--- config.mk ---
export PLATFORM = sky130hd
export DESIGN_NAME = cls381_sample_proc
export DESIGN_NICKNAME = d
export VERILOG_FILES = /design/src/rtl/cls381_pkg.sv /design/src/rtl/cls381_restoring_div.sv /design/src/rtl/cls381_sample_proc.sv
export SDC_FILE = /design/constraint.sdc
export NUM_CORES = 1
export LEC_CHECK = 0
export CORE_UTILIZATION = 45
export CTS_CLUSTER_DIAMETER = 50
export DETAILED_ROUTE_END_ITERATION = 6
export PLACE_DENSITY = 0.75
export SYNTH_ARGS = -nofsm -noshare
export SYNTH_HDL_FRONTEND = slang
export SYNTH_SLANG_ARGS = --single-unit
export TNS_END_PERCENT = 30
--- constraint.sdc ---
create_clock -name sys_clk -period 4.75 [get_ports sys_clk]
set_clock_uncertainty 0.05 [all_clocks]
set_input_delay 1.1875 -clock sys_clk [delete_from_list [all_inputs] [get_ports sys_clk]]
set_output_delay 1.1875 -clock sys_clk [all_outputs]
set_load 0.05 [all_outputs]
--- src/rtl/cls381_pkg.sv ---
// Shared definitions for the colour-sensor sample post-processor.
// Holds the processing FSM state encoding and the output mode encodings.
package cls381_pkg;

  typedef enum logic [2:0] {
    ST_ACC,
    ST_AVG,
    ST_MAX,
    ST_DIV,
    ST_OUT
  } state_e;

  localparam logic MODE_SLICE = 1'b0;
  localparam logic MODE_NORM  = 1'b1;

endpackage

--- src/rtl/cls381_restoring_div.sv ---
// Unsigned serial restoring divider producing one quotient bit per cycle.
// The caller guarantees dividend < divisor * 2**OUT_W, so the upper dividend
// part is already a valid partial remainder and only OUT_W steps are needed.
// done_o is raised during the final iteration cycle and quotient_o already
// includes that cycle's bit, so the result can be captured on the same edge.
module cls381_restoring_div #(
  parameter int OUT_W = 8,
  parameter int AVG_W = 26
) (
  input  logic                   clk_i,
  input  logic                   rst_i,
  input  logic                   start_i,
  input  logic [AVG_W+OUT_W-1:0] dividend_i,
  input  logic [AVG_W-1:0]       divisor_i,
  output logic                   busy_o,
  output logic                   done_o,
  output logic [OUT_W-1:0]       quotient_o
);

  localparam int ITER_W = (OUT_W > 1) ? $clog2(OUT_W) : 1;

  logic              busy_q;
  logic [ITER_W-1:0] iter_q;
  logic [AVG_W-1:0]  rem_q;
  logic [OUT_W-1:0]  low_q;
  logic [OUT_W-1:0]  quot_q;
  logic [AVG_W-1:0]  divisor_q;

  logic [AVG_W:0]    trial;
  logic              trialGe;

  // One restoring step: shift in the next dividend bit and try a subtract.
  always_comb begin
    trial   = {rem_q, low_q[OUT_W-1]};
    trialGe = (trial >= {1'b0, divisor_q});
  end

  assign busy_o     = busy_q;
  assign done_o     = busy_q && (iter_q == ITER_W'(OUT_W - 1));
  assign quotient_o = OUT_W'({quot_q, trialGe});

  // Load operands on start, then iterate until the last quotient bit is produced.
  always_ff @(posedge clk_i) begin
    if (rst_i) begin
      busy_q    <= 1'b0;
      iter_q    <= '0;
      rem_q     <= '0;
      low_q     <= '0;
      quot_q    <= '0;
      divisor_q <= '0;
    end else if (start_i && !busy_q) begin
      busy_q    <= 1'b1;
      iter_q    <= '0;
      rem_q     <= dividend_i[AVG_W+OUT_W-1:OUT_W];
      low_q     <= dividend_i[OUT_W-1:0];
      quot_q    <= '0;
      divisor_q <= divisor_i;
    end else if (busy_q) begin
      rem_q  <= AVG_W'(trialGe ? (trial - {1'b0, divisor_q}) : trial);
      low_q  <= low_q << 1;
      quot_q <= quotient_o;
      if (done_o) begin
        busy_q <= 1'b0;
      end else begin
        iter_q <= iter_q + 1'b1;
      end
    end
  end

endmodule

--- src/rtl/cls381_sample_proc.sv ---
// Colour-sensor channel post-processor: block-averages 2**AVG_LOG2 samples
// per channel, then emits either a saturating bit-window slice of the average
// or each channel normalised to the brightest one (full scale = all-ones).
module cls381_sample_proc
  import cls381_pkg::*;
#(
  parameter int CH_NUM   = 3,
  parameter int RAW_W    = 24,
  parameter int OUT_W    = 8,
  parameter int AVG_LOG2 = 2,
  parameter int SH_W     = 5
) (
  input  logic                    sys_clk,
  input  logic                    sys_rst,
  input  logic                    in_valid,
  output logic                    in_ready,
  input  logic [CH_NUM*RAW_W-1:0] in_data,
  input  logic                    clear,
  input  logic                    mode,
  input  logic [SH_W-1:0]         shift_sel,
  output logic                    out_valid,
  output logic [CH_NUM*OUT_W-1:0] out_data,
  output logic [CH_NUM-1:0]       out_sat,
  output logic                    overrun
);

  localparam int AVG_W   = RAW_W + AVG_LOG2;
  localparam int DIV_W   = AVG_W + OUT_W;
  localparam int SAMPLES = 1 << AVG_LOG2;
  localparam int CNT_W   = (AVG_LOG2 > 0) ? AVG_LOG2 : 1;
  localparam int CH_W    = (CH_NUM > 1) ? $clog2(CH_NUM) : 1;

  state_e                    state_q;
  logic [CNT_W-1:0]          sampleCnt_q;
  logic [AVG_W-1:0]          acc_q [CH_NUM];
  logic [RAW_W-1:0]          avg_q [CH_NUM];
  logic [RAW_W-1:0]          max_q;
  logic                      mode_q;
  logic [SH_W-1:0]           shift_q;
  logic [CH_W-1:0]           ch_q;
  logic [CH_NUM*OUT_W-1:0]   normData_q;
  logic                      outValid_q;
  logic [CH_NUM*OUT_W-1:0]   outData_q;
  logic [CH_NUM-1:0]         outSat_q;
  logic                      overrun_q;

  logic [RAW_W-1:0]          avgNow [CH_NUM];
  logic [CH_NUM*OUT_W-1:0]   sliceData;
  logic [CH_NUM-1:0]         sliceSat;
  logic [RAW_W-1:0]          maxNow;
  logic [CH_NUM*OUT_W-1:0]   normData_d;
  logic                      lastSample;
  logic                      lastChan;

  logic                      divStart;
  logic                      divBusy;
  logic                      divDone;
  logic [OUT_W-1:0]          divQuot;
  logic [DIV_W-1:0]          divDividend;
  logic [AVG_W-1:0]          divDivisor;

  // Window of OUT_W bits starting at s; anything set above the window saturates.
  function automatic logic [OUT_W:0] sliceChan(input logic [RAW_W-1:0] v,
                                               input logic [SH_W-1:0]  s);
    logic [RAW_W+OUT_W-1:0] shifted;
    shifted = {{OUT_W{1'b0}}, v} >> s;
    if (|(shifted >> OUT_W)) begin
      return {1'b1, {OUT_W{1'b1}}};
    end
    return {1'b0, shifted[OUT_W-1:0]};
  endfunction

  assign in_ready   = (state_q == ST_ACC);
  assign out_valid  = outValid_q;
  assign out_data   = outData_q;
  assign out_sat    = outSat_q;
  assign overrun    = overrun_q;
  assign lastSample = (sampleCnt_q == CNT_W'(SAMPLES - 1));
  assign lastChan   = (ch_q == CH_W'(CH_NUM - 1));

  // Floor average of the finished window plus its slice-mode codes.
  always_comb begin
    sliceData = '0;
    sliceSat  = '0;
    for (int c = 0; c < CH_NUM; c++) begin
      avgNow[c] = RAW_W'(acc_q[c] >> AVG_LOG2);
      {sliceSat[c], sliceData[c*OUT_W +: OUT_W]} = sliceChan(avgNow[c], shift_q);
    end
  end

  // Brightest channel of the registered averages, used as the normalisation divisor.
  always_comb begin
    maxNow = avg_q[0];
    for (int c = 1; c < CH_NUM; c++) begin
      if (avg_q[c] > maxNow) begin
        maxNow = avg_q[c];
      end
    end
  end

  // Collect each finished quotient so the visible output only changes with out_valid.
  always_comb begin
    normData_d = normData_q;
    if (divDone) begin
      normData_d[ch_q*OUT_W +: OUT_W] = divQuot;
    end
  end

  // The divider is restarted for each channel as soon as it goes idle in DIV.
  assign divStart    = (state_q == ST_DIV) && !divBusy;
  assign divDividend = (DIV_W'(avg_q[ch_q]) << OUT_W) - DIV_W'(avg_q[ch_q]);
  assign divDivisor  = AVG_W'(max_q);

  cls381_restoring_div #(
    .OUT_W(OUT_W),
    .AVG_W(AVG_W)
  ) u_div (
    .clk_i     (sys_clk),
    .rst_i     (sys_rst),
    .start_i   (divStart),
    .dividend_i(divDividend),
    .divisor_i (divDivisor),
    .busy_o    (divBusy),
    .done_o    (divDone),
    .quotient_o(divQuot)
  );

  // Main FSM: accumulate, average, then slice or normalise, with registered outputs.
  always_ff @(posedge sys_clk) begin
    if (sys_rst) begin
      state_q     <= ST_ACC;
      sampleCnt_q <= '0;
      for (int c = 0; c < CH_NUM; c++) begin
        acc_q[c] <= '0;
        avg_q[c] <= '0;
      end
      max_q       <= '0;
      mode_q      <= MODE_SLICE;
      shift_q     <= '0;
      ch_q        <= '0;
      normData_q  <= '0;
      outValid_q  <= 1'b0;
      outData_q   <= '0;
      outSat_q    <= '0;
      overrun_q   <= 1'b0;
    end else begin
      outValid_q <= 1'b0;
      if (in_valid && (state_q != ST_ACC)) begin
        overrun_q <= 1'b1;
      end
      case (state_q)
        ST_ACC: begin
          if (clear) begin
            sampleCnt_q <= '0;
            for (int c = 0; c < CH_NUM; c++) begin
              acc_q[c] <= '0;
            end
          end else if (in_valid) begin
            if (sampleCnt_q == '0) begin
              mode_q  <= mode;
              shift_q <= shift_sel;
            end
            for (int c = 0; c < CH_NUM; c++) begin
              acc_q[c] <= acc_q[c] + AVG_W'(in_data[c*RAW_W +: RAW_W]);
            end
            if (lastSample) begin
              state_q <= ST_AVG;
            end else begin
              sampleCnt_q <= sampleCnt_q + 1'b1;
            end
          end
        end
        ST_AVG: begin
          avg_q       <= avgNow;
          sampleCnt_q <= '0;
          for (int c = 0; c < CH_NUM; c++) begin
            acc_q[c] <= '0;
          end
          if (mode_q == MODE_NORM) begin
            state_q <= ST_MAX;
          end else begin
            outData_q  <= sliceData;
            outSat_q   <= sliceSat;
            outValid_q <= 1'b1;
            state_q    <= ST_OUT;
          end
        end
        ST_MAX: begin
          max_q <= maxNow;
          ch_q  <= '0;
          if (maxNow == '0) begin
            outData_q  <= '0;
            outSat_q   <= '0;
            outValid_q <= 1'b1;
            state_q    <= ST_OUT;
          end else begin
            state_q <= ST_DIV;
          end
        end
        ST_DIV: begin
          normData_q <= normData_d;
          if (divDone) begin
            if (lastChan) begin
              outData_q  <= normData_d;
              outSat_q   <= '0;
              outValid_q <= 1'b1;
              state_q    <= ST_OUT;
            end else begin
              ch_q <= ch_q + 1'b1;
            end
          end
        end
        ST_OUT: begin
          state_q <= ST_ACC;
        end
        default: begin
          state_q <= ST_ACC;
        end
      endcase
    end
  end

endmodule

# == After elaboration in Yosys (flattened, before gate mapping) ==
# Memories as Yosys holds them, arrays and structs flattened.
# Cells that the tools add are included.
# totals
regBits,231
ramBits,78
in_bits,82
output_inout_bits,30
word_cells,167
mem_count,1
# mem_list
memory,words,word_bits,rd,rd_ports_with_merged_regs,wr,line,rtl
acc_q,3,26,3,0,3,cls381_sample_proc.sv:35,logic [AVG_W-1:0] acc_q [CH_NUM];
# classes
addsub,9
magnitude_cmp,4
n_eq_ne,16
shifts,5
n_mux,77
n_bitwise,12
n_reduce_logical,23
# ops
operator,n
$mux W26,12
$mux W24,9
$shr A24 B5 Y32,3
$add A26 B24 Y26,3
$pmux W24 S3,1
$reduce_or A24 Y1,3
$mux W9,6
$bmux W24 S2,1
$gt A24 B24 Y1,2
$neg A5 Y34,1
$shift A8 B34 Y24 const A,1
$shiftx A8 B34 Y24,1
$mux W3,11
$sub A32 B24 Y33,1
$ge A27 B24 Y1,1
$sub A26 B24 Y26,1
$bwmux W24,1
$logic_not A24 Y1,1
$mux W1,24
$mux W8,2
$ne A2 B2 Y1 const B,7
$pmux W3 S4,1
$mux W2,5
$reduce_and A5 Y1,2
26 further kinds,46

# == Longest topological paths before layout ==
# depth
word_depth,7
ltp_mapped,24
depth_no_buf,20

# == Modules after synthesis ==
# From an unflattened synthesis, not the netlist that was laid out.
# hier_totals
cells_unflattened,2867
area_unflattened_um2,23481.3
# modules_own_cells
module,instances,cells_per_inst,area_each_um2,seq_area_each_um2
cls381_sample_proc,1,2298,18909.4,5585.4
cls381_restoring_div,1,569,4571.9,1421.4

# == Worst setup path after synthesis ==
# Ideal clock, no wire load.
# synth_path
path_type,register to register
from,reg avg_q[70] (netlist name)
to,"reg outData_q[16], in the netlist out_data[16]"
setup_ns,0.128
t_arrival_ns,4.335
t_required_ns,4.572
path_slack_ns,0.237
path_stages_with_launch,25
path_buffers,4
synth_period_minus_slack_ns,4.513
cell_sequence,dfxtp_1 inv_1 ha_1 nand4_1 nor2_1 and3_1 o31a_1 o21a_1 clkbuf_1 clkbuf_1 nor2_1 a21oi_1 ha_1 a21o_1 a21o_1 a21oi_1 o21a_1 nor2_1 a211oi_1 o31a_1 a21o_1 clkbuf_1 buf_2 mux2i_1 nor2_1
# synth_between
elab_chain_len,7
# synth_rtl
item,line,rtl
"start, declared",cls381_sample_proc.sv:36,logic [RAW_W-1:0] avg_q [CH_NUM];
"start signal, assigned",cls381_sample_proc.sv:174,avg_q <= avgNow;
$gt A24 B24 Y1,cls381_sample_proc.sv:95,if (avg_q[c] > maxNow) begin
$mux W24 *,cls381_sample_proc.sv:95,
$gt A24 B24 Y1,cls381_sample_proc.sv:95,
$mux W24 *,cls381_sample_proc.sv:95,
$logic_not A24 Y1 *,cls381_sample_proc.sv:191,if (maxNow == '0) begin
$ne A2 B2 Y1 (no line) *,n/a,
$reduce_and A5 Y1 (no line) *,n/a,
"end signal, assigned",cls381_sample_proc.sv:182,outData_q <= sliceData;
"end signal, assigned",cls381_sample_proc.sv:204,outData_q <= normData_d;
"end, declared",cls381_sample_proc.sv:43,logic [CH_NUM*OUT_W-1:0] outData_q;
# Every way passes the cells marked *; elsewhere a longest branch is shown, timed or not.
# A chain may end at the register's enable or synchronous reset.

# == Worst setup path in the final report ==
# layout_path
from,reg avg_q[49] (netlist name)
to,"reg outData_q[20], in the netlist out_data[20]"
# The elaborated chain is that of the path after synthesis.

==> run_results.csv <==
group,metric,value,unit
drt,num_vias,21816,
global_routing,grt_pass1_wl,116,mm
floorplanning,fp.dieW,228,um
worst_hold_path,min_path_type,"flip-flop to flip-flop",
yosys,syn_nets,3071,
clock_tree,cts_tree,"done",
sta,slew_violations,0,
outcome,outcome,"finished clean",
sta,holdWs,0.403,ns
drt,drcViolationCount,0,
global_routing,grt_usage,27.8,%
drt,drt-total-wl,74.4,mm
drt,wl_per_cell,20.6,um
critical_path,crit_path_max_incr_delay,0.41,ns
layout,final_nets,3155,
layout,num-fill-cells,4717,
drt,drt_iter0_markers,2337,
critical_path,startpoint_type,"flip-flop",
yosys,synthCells,2815,
floorplanning,core_area,50300,um^2
drt,drt_pass1_iterations,6,
yosys,async_flop_share,0,%
sta,period_minus_slack,4.57,ns
placement,numPortBuffers,111,
floorplanning,num_rows,82,
sta,setup_violations,0,
run,drv_cap,0,
floorplanning,dieArea,51900,um^2
critical_path,worst-endpoint-required,5.14,ns
sta,tightest_slew,1.04,ns
critical_path,crit_chain,"inv_1 > ha_1 > nor2b_1 > o211ai_1 > a21oi_1 > o31a_1 > o21a_2 > buf_12 > buf_4 > nor2_1 > a21oi_1 > ha_1 > nand4_1 > or3_4 > nor2_1 > a211oi_2 > o31a_1 > a21o_4 > buf_4 > a221oi_1 > nor3_1",
layout,post-route-util,53.0,%
drt,viasPerCell,6.05,
placement,place.gp.congestion,0.981,
yosys,avgSynthCellArea,8.15,um^2
critical_path,worst-setup-path-type,"flip-flop to flip-flop",
global_routing,grt-ovfl-total,0,
power,vdd_drop_max,0.000235,V
sta,timing.final.crit_share,96.2,%
layout,layoutNonFillerInstCount,3607,
clock_tree,clockBufferDepth,3,
critical_path,worstSetupEndpointType,"flip-flop",
yosys,syn_area,22900,um^2
yosys,synthFlopType,"dfxtp_1",
layout,final_cell_area,26600,um^2
yosys,ys_warn_count,0,
clock_tree,cts_root_buffer,"clkbuf_16",
clock_tree,clkTransAtPathRegs,0.06,ns
clock_tree,cts_buffers,45,
critical_path,reg2reg_slack,0.18,ns
clock_tree,htree_levels,2,
critical_path,cp_max_fo,23,
sta,finalHoldViolations,0,
clock_tree,clock_latency,0.59,ns
floorplanning,pin_count,112,
floorplanning,start_util,45.6,%
placement,dpl_cell_area,25000,um^2
clock_tree,holdBufCountCts,0,
global_routing,antenna_found_initial,1,
yosys,synth-edff-count,78,
floorplanning,die_h,228,um
yosys,yosysSeqAreaShare,30.4,%
global_routing,grt_max_degree,90,
placement,post-place-cells,3523,
critical_path,worst_path_max_delay_cell,"or3_4",
sta,fmax,219,MHz
critical_path,arrival,4.96,ns
placement,dpl.hpwl,56.0,mm
layout,antennaDiodeCount,0,
layout,layout-drive-gt1-share,9.51,%
global_routing,grt_pass1_vias,20698,
sta,maxSlewHeadroom,30.9,%
power,p_leak,10.5,nW
yosys,ys_types,94,
clock_tree,clkSinkCount,309,
drt,ant_nets,0,
yosys,ys_ff_latch,309,
power,powerDensity,279,nW/um^2
layout,syn2layout_area_growth,16.1,%
==> area by class of cell <==
class / instances / area (um^2) / area share, %
clock buffer: 59 / 1330 / 5.01
multi-input combinational: 2235 / 14900 / 56.1
clock inverter: 24 / 238 / 0.892
tap: 672 / 841 / 3.16
timing repair buffer: 207 / 1930 / 7.24
inverter: 101 / 379 / 1.42
sequential: 309 / 6980 / 26.2
==> cells by family after synthesis <==
logic type	synth area share (%)
buffers and inverters	4.77
AO/OA/AOI/OAI	22.5
adder cells (fa/ha/maj)	9.62
AND/OR/NAND/NOR	19.7
XOR/XNOR	3.55
multiplexers	9.47
flip-flops	30.4
==> timing repair <==
| item | 4_1_cts | 5_1_grt |
|---|---|---|
| gates resized for setup | 1 | 14 |
| endpoints found under the setup margin | 18 | 27 |
| setup buffers | 0 | 0 |
| pin swaps | 0 | 1 |
| cloned | 0 | 1 |
==> placed cells by master (no fill, tap or decap), drive strengths merged, types with 48 or more instances in the layout <==
cell type      Yosys  final
nand2            383    383
nor2             271    271
dfxtp            231    231
xnor2             48     48
a211oi            51     51
mux2i            118    118
edfxtp            78     78
buf               45     96
clkdlybuf4s50      0    110
nor2b             50     50
clkbuf           125     60
inv              100    107
nor3              55     55
o21ai            132    132
a21oi            324    324
ha               170    170
a22oi             49     49
==> critical path, delay by kind of cell, from the launching register on <==
family                   cells  cell delay (ns)
AO/OA/AOI/OAI                9             1.90
adder cells (fa/ha/maj)      2             0.59
buffers and inverters        4             0.53
flip-flops                   1             0.32
AND/OR/NAND/NOR              6             1.00
==> layer usage <==
metal,global-route usage (%),share of wire (%)
met5,0,0.017
met4,12.9,4.6
met3,3.70,6.8
met2,44.2,45
met1,37.4,44
==> state kept, by name (all words and copies together) (netlist names) <==
register / count
acc_q: 78
avg_q: 72
u_div.rem_q: 26
max_q: 24
normData_q: 24
out_data: 24
u_div.divisor_q: 24
u_div.low_q: 8
u_div.quot_q: 7
shift_q: 5
out_sat: 3
state_q: 3
u_div.iter_q: 3
ch_q: 2
sampleCnt_q: 2
mode_q: 1
out_valid: 1
overrun: 1
u_div.busy_o: 1
==> through the flow <==
| step | power [mW] | TNS, ns | setup slack, ns |
|---|---|---|---|
| 6_report | 7.43 | 0 | 0.180 |
| 5_1_grt | 7.67 | -0.0312 | -0.0136 |
| 4_1_cts | 7.44 | 0 | 0.0740 |
| 3_5_place_dp | 3.97 | -0.398 | -0.0636 |
| 3_3_place_gp | 3.95 | 0 | 0.0721 |
| 2_1_floorplan | 3.62 | 0 | 0.237 |
==> where the power goes <==
group / switching (mW) / leakage [nW] / internal (mW)
registers: 0.114 / 2.77 / 2.76
logic: 0.613 / 6.98 / 0.462
clock network: 1.40 / 0.782 / 2.07
total: 2.13 / 10.5 / 5.29
==> cells in the mapped netlist, types with 14 or more instances <==
library cell | n | area (um^2)
a211oi_1 | 51 | 383
a21o_1 | 44 | 330
a21oi_1 | 320 | 1600
a22oi_1 | 49 | 368
a31oi_1 | 21 | 131
and2_1 | 19 | 119
and3_1 | 14 | 87.6
buf_1 | 14 | 52.6
buf_2 | 20 | 100
clkbuf_1 | 125 | 469
dfxtp_1 | 231 | 4620
edfxtp_1 | 78 | 2340
ha_1 | 170 | 2130
inv_1 | 99 | 372
mux2_2 | 14 | 158
mux2i_1 | 118 | 1180
mux4_2 | 37 | 833
nand2_1 | 383 | 1440
nand2b_1 | 30 | 188
nand3_1 | 41 | 205
nand4_1 | 28 | 175
nor2_1 | 271 | 1020
nor2b_1 | 48 | 300
nor3_1 | 55 | 275
nor4_1 | 26 | 163
o211ai_1 | 33 | 248
o21a_1 | 25 | 188
o21ai_0 | 123 | 616
or3_1 | 17 | 106
xnor2_1 | 48 | 420
xor2_1 | 45 | 394
==> worst paths after layout <==
kind,startpoint,endpoint,depth (start not counted)
max,avg_q[49]$_SDFFE_PP0N_,out_data[20]$_SDFFE_PP0P_,21
min,max_q[19]$_SDFFE_PP0P_,max_q[19]$_SDFFE_PP0P_,2
max reg2reg,avg_q[49]$_SDFFE_PP0N_,out_data[20]$_SDFFE_PP0P_,21
min reg2reg,max_q[19]$_SDFFE_PP0P_,max_q[19]$_SDFFE_PP0P_,2
No activity file was read; power rests on OpenSTA's default activity.
